===== src/rtl/down_timer.sv =====
// Loadable down-counting timer with start/stop, optional auto-reload and a one-cycle terminal-count pulse.
// Define DOWN_TIMER_TC_COUNT_EN to add a saturating tc_count output that counts terminal-count pulses.
module down_timer #(
    parameter int NBIT = 8
) (
    input  logic            clk,
    input  logic            rst,
    input  logic            clk_en,
    input  logic            load,
    input  logic [NBIT-1:0] load_val,
    input  logic            start,
    input  logic            stop,
    input  logic            auto_reload,
    output logic [NBIT-1:0] cnt,
    output logic            busy,
`ifdef DOWN_TIMER_TC_COUNT_EN
    output logic [NBIT-1:0] tc_count,
`endif
    output logic            tc
);

    typedef enum logic [1:0] {
        IDLE = 2'd0,
        RUN  = 2'd1,
        DONE = 2'd2
    } state_t;

    localparam logic [NBIT-1:0] ZERO = '0;
    localparam logic [NBIT-1:0] ONE  = NBIT'(1);

    state_t          state, state_nxt;
    logic [NBIT-1:0] cnt_nxt;
    logic [NBIT-1:0] reload_q, reload_nxt;
    logic            tc_nxt;

    always_ff @(posedge clk or posedge rst) begin
        if (rst) begin
            state    <= IDLE;
            cnt      <= ZERO;
            reload_q <= ZERO;
            tc       <= 1'b0;
        end else begin
            state    <= state_nxt;
            cnt      <= cnt_nxt;
            reload_q <= reload_nxt;
            tc       <= tc_nxt;
        end
    end

    // Commands resolve as load > stop > start; tc_nxt defaults low so tc never outlives one clk cycle.
    always_comb begin
        state_nxt  = state;
        cnt_nxt    = cnt;
        reload_nxt = reload_q;
        tc_nxt     = 1'b0;
        if (clk_en) begin
            if (load) begin
                reload_nxt = load_val;
                cnt_nxt    = load_val;
                state_nxt  = IDLE;
            end else if (stop) begin
                if (state == RUN) begin
                    state_nxt = IDLE;
                end
            end else if (start && (state != RUN)) begin
                if (reload_q == ZERO) begin
                    state_nxt = DONE;
                    cnt_nxt   = ZERO;
                    tc_nxt    = 1'b1;
                end else begin
                    state_nxt = RUN;
                    cnt_nxt   = reload_q;
                end
            end else if (state == RUN) begin
                if (cnt > ONE) begin
                    cnt_nxt = cnt - ONE;
                end else if (cnt == ONE) begin
                    cnt_nxt = ZERO;
                    tc_nxt  = 1'b1;
                end else if (auto_reload) begin
                    cnt_nxt = reload_q;
                end else begin
                    state_nxt = DONE;
                end
            end
        end
    end

    assign busy = (state == RUN);

`ifdef DOWN_TIMER_TC_COUNT_EN
    // Counts at the same edge that raises tc, so tc_count already includes the pulse being shown.
    always_ff @(posedge clk or posedge rst) begin
        if (rst) begin
            tc_count <= ZERO;
        end else if (clk_en && load) begin
            tc_count <= ZERO;
        end else if (tc_nxt && (tc_count != {NBIT{1'b1}})) begin
            tc_count <= tc_count + ONE;
        end
    end
`endif

endmodule


===== config.mk =====
export PLATFORM = sky130hd
export DESIGN_NAME = down_timer
export DESIGN_NICKNAME = d
export VERILOG_FILES = /design/src/rtl/down_timer.sv
export SDC_FILE = /design/constraint.sdc
export NUM_CORES = 1
export LEC_CHECK = 0
export CORE_ASPECT_RATIO = 0.75
export CORE_MARGIN = 4
export CORE_UTILIZATION = 30
export DETAILED_ROUTE_END_ITERATION = 8
export PLACE_DENSITY = 0.55
export SKIP_LAST_GASP = 1
export SLEW_MARGIN = 20
export SYNTH_ARGS = -nofsm -noshare
export SYNTH_HDL_FRONTEND = slang
export SYNTH_SLANG_ARGS = --single-unit

===== constraint.sdc =====
create_clock -name clk -period 2.3 [get_ports clk]
set_clock_uncertainty 0.2 [all_clocks]
set_input_delay 0.46 -clock clk [delete_from_list [all_inputs] [get_ports clk]]
set_output_delay 0.46 -clock clk [all_outputs]
set_load 0.01 [all_outputs]

; After elaboration in Yosys (flattened, before gate mapping)
; Index checks and enable logic that the tools add are counted.
[word_totals]
regBits = 19
input_bits = 15
output_inout_bits = 10
word_cells = 46
[op_classes]
n_addsub = 1
order_cmp = 1
eq_ne = 8
n_mux = 25
reduce_logical = 7
[op_table]
columns = cell, n
row1 = $mux 8, 8
row2 = $mux 2, 9
row3 = $eq 8x1->1 const B, 1
row4 = $gt 8x1->1 const B, 1
row5 = $logic_not 8->1, 1
row6 = $mux 1, 8
row7 = $ne 4x4->1 const B, 2
row8 = $sub 8x1->8 const B, 1
row9 = $reduce_and 6->1, 1
row10 = $reduce_bool 5->1, 1
row11 = $ne 4x3->1 const B, 1
row12 = $reduce_and 4->1, 1
row13 = $ne 3x2->1 const B, 1
row14 = $reduce_bool 3->1, 1
row15 = $eq 2x1->1 const B, 1
row16 = $ne 2x1->1 const B, 1
row17 = $ne 2x2->1 const B, 1
row18 = $reduce_and 2->1, 1
row19 = $logic_and 1x1->1, 1

; Logic depth before layout (Yosys ltp)
[logic_depth]
ltp_word = 8
ltp_mapped = 6
depth_no_buf = 6

; Worst setup path before layout
; Ideal clock, no wire load.
[synth_timing]
path_kind = register to register
from = reg cnt[0]
to = reg state[0]
setup_time_ns = 0.128
arrival_time_ns = 2.092
required_time_ns = 1.972
setup_slack_ns = -0.119
stages_incl_launch_ff = 7
n_path_buf = 0
period_less_slack_ns = 2.419
path_cell_list = dfrtp_1 -> inv_1 -> ha_1 -> or4b_1 -> or3_1 -> a311oi_2 -> mux2_1
[synth_via]
elab_chain_cells = 3
elab_cells_between_ends = 5
cone_classes = order compare (1) / eq/ne (3) / reduce/logical (1)
[synth_lines]
columns = element, line
row1 = start: declaration, 14  ; output logic [NBIT-1:0] cnt,
row2 = start signal: assignment, 44  ; cnt <= cnt_nxt;
row3 = $gt 8x1->1 or $eq 8x1->1 (tied branches), "75, 77"
row4 = $ne 4x4->1 (no line), n/a
row5 = $reduce_and 6->1 (no line) (*), n/a
row6 = end signal: assignment, 43  ; state <= state_nxt;
row7 = end: declaration, 31  ; state_t state, state_nxt;
; Mark *: on every way between the ends. The rest lies on a longest branch, timed or not.
; A chain may end at the register's enable or synchronous reset.

; Worst setup path in the final report
; Ends and elaborated chain as after synthesis.

==> metrics.cfg <==
[yosys]
syn-cell-area_um2 = 1230
synth-edff-count = 0
ys.flop_type = dfrtp_1
async_flop_share_pct = 100
syn_inst = 127
ys_types = 46
synth_area_leaders = dfrtp_1 (39%), mux2_2 (7.3%), a221oi_1 (5.0%)
synth_nets = 144
synth.top_cell.area_share_pct = 38.7
synth_most_common_cell = dfrtp_1
ys.warnings.count = 0
synth_area_leader_cell = dfrtp_1
syn_area_per_cell_um2 = 9.68
ys_seq_elements = 19
ys_top_cells_by_count = dfrtp_1 (19), inv_1 (9), mux2_2 (8), nor2b_1 (8), a221oi_1 (7)
ys_seq_area_share_pct = 38.7

[place]
dp_cells = 226
dpl-instance-area_um2 = 1720
gp_congestion = 0.917
port_buffers = 24
dp_hpwl_um = 2820

[detailed_routing]
vias = 1243
drtIter0Drc = 103
avgViaCountPerCell = 5.40
dr.pass1.iters = 4
drc = 0
wl_um = 3590
avgRoutedWirePerCell_um = 15.6
ant_nets = 0

[worst_setup_path]
r2r_end = state[0]
r2r_slack_ns = -0.03
ff2ff_path_depth = 5
crit_path_start_kind = flop
crit_required_ns = 2.24
crit_path_max_fanout = 3
startpoint = cnt[0]
critPathKind = reg -> reg
crit-reg2reg-launch = cnt[0]
crit_path_end_kind = flop
crit_chain = ha_2 > or4b_4 > or3_4 > a311oi_2 > mux2_1
slowest_stage = or4b_4
cp.arrival_ns = 2.27
critPathCapture = state[0]
slowest_delay_ns = 0.48

[power]
ir_worst_vdd_mv = 0.373
pwr_density_cell_nw_per_um2 = 685
power_switching_w = 0.000415
seqPwrFrac_pct = 35.7
p_total_w = 0.00123
p_comb_share_pct = 45.3
p_sw_share_pct = 33.8
internal_power_w = 0.000811
leakage_nw = 0.742
pwr-share-clk_pct = 19.1

[cells_and_area]
seq_area_um2 = 475
stdcell_count = 230
antennaDiodeCount = 0
final_cell_area_um2 = 1790
nFillCells = 356
fin_nets = 196
drive_above_1_share_pct = 28.1
multi_input_area_um2 = 717
final_util_pct = 47.1
synthToLayoutAreaGrowth_pct = 45.6

[sta]
drv_slew = 0
fmax_mhz = 430
rsz0062_at_grt = yes
fin_crit_sh_pct = 101
slew_headroom_pct = 66.2
fin_crit_ns = 2.33
setup_viol = 2
finalHoldViolCount = 0
tightest_slew_ns = 0.502
setup_slack_ns = -0.0269

[floorplanning]
die_x_um = 81.9
row_count = 19
core-area_um2 = 3800
die_area_um2 = 5200
die_h_um = 63.5
initial_core_util_pct = 32.3
num_io_pins = 25

[global_route]
gr-usage-all-layers_pct = 14.7
antenna_found_initial = 0
grt_pass1_wl_um = 6070
grt_start_max_net_pins = 20
first_global_vias = 1217
grt.overflow.total = 0

[clock_tree]
cts_buffers = 3
cts_root_buffer = clkbuf_8
clk_path_buf_depth = 2
cts_tree = built
htree_levels = 1
postCtsSetupBuffers = 0
clock_latency_ns = 0.26
clkSlewWorstSetupHoldPaths_ns = 0.07
clock_sinks = 19

[worst_hold_path]
hold_path.class = reg -> reg

[run_status]
status = complete, but fails checks
violations = negative setup slack

[flow_run]
max_cap_violations = 0

[layout by cell type, fill, tap and decap left out, drive strengths merged, types with 2 or more instances in the layout]
master	count
or3	3
or4	2
buf	28
dfrtp	19
o2111ai	2
clkdlybuf4s50	24
nor2	4
nor3	3
nand2	5
clkbuf	4
or2	2
a211oi	2
nor4	3
a221oi	7
o21ai	6
xor2	2
o22ai	2
nor2b	8
ha	2
inv	9
mux2	9
a21oi	4
nand2b	3
a311oi	2
o31ai	6
[final cells by class]
| type | count | area share (%) |
|---|---|---|
| Sequential cell | 19 | 26.6 |
| Tap cell | 52 | 3.63 |
| Timing Repair Buffer | 52 | 25.2 |
| Multi-Input combinational cell | 93 | 40.0 |
| Inverter | 10 | 2.10 |
| Clock buffer | 4 | 2.52 |
[state kept, by name (all words and copies together) (netlist names)]
signal / cells
cnt: 8
reload_q: 8
state: 2
tc: 1
[kinds of logic after synthesis]
group / count (synthesis) / share of synthesized area [%]
xor+xnor: 2 / 1.42
buf+inv: 15 / 5.29
flops: 19 / 38.7
simple gates: 39 / 18.7
compound gates: 40 / 24.8
mux: 10 / 9.05
fa+ha+maj: 2 / 2.03
[worst min-delay path by stage]
stage,startpoint,end,slack [ns],cells past startpoint
detailed placement,state[0],state[0],0.28,1
global placement,state[0],state[0],0.27,1
CTS,state[0],state[0],0.29,1
floorplan,rst,cnt[0],0.21,1
global route,state[0],state[0],0.33,1
finish,state[0],state[0],0.29,1
[worst max-delay path: cells and delay by family (launching register included)]
kind	cells	cell delay [ns]
AO/OA/AOI/OAI	1	0.25
adder cells (fa/ha/maj)	1	0.20
multiplexers	1	0.34
AND/OR/NAND/NOR	2	0.82
flip-flops	1	0.40
[layer usage]
layer	GRT usage, %	wire length [um]
met5	0	0
met4	1.66	13
met3	3.13	167
met2	21.7	1660
met1	22.5	1740
[metrics by stage]
| stage | hold slack, ns | setup TNS, ns | worst slack [ns] |
|---|---|---|---|
| after floorplan | 0.211 | -0.119 | -0.119 |
| after global placement | 0.270 | -0.0116 | -0.0116 |
| after detailed placement | 0.276 | -0.0563 | -0.0563 |
| after CTS | 0.293 | -0.0754 | -0.0651 |
| after global routing | 0.326 | -0.315 | -0.112 |
| final | 0.287 | -0.0356 | -0.0269 |
[power by group through the flow]
stage	combinational (W)	clock, W	sequential [W]
2_1_floorplan	0.000242	0	0.000464
3_3_place_gp	0.000531	0	0.000439
3_5_place_dp	0.000535	0	0.000440
4_1_cts	0.000543	0.000245	0.000435
5_1_grt	0.000606	0.000257	0.000444
6_report	0.000555	0.000234	0.000437
[repair_timing]
| action | in CTS | in global routing |
|---|---|---|
| pin swaps | 0 | 0 |
| setup endpoints to repair | 3 | 5 |
| resized for setup | 3 | 5 |
| hold buffers | 0 | 0 |
No activity file was read; power rests on OpenSTA's default activity.
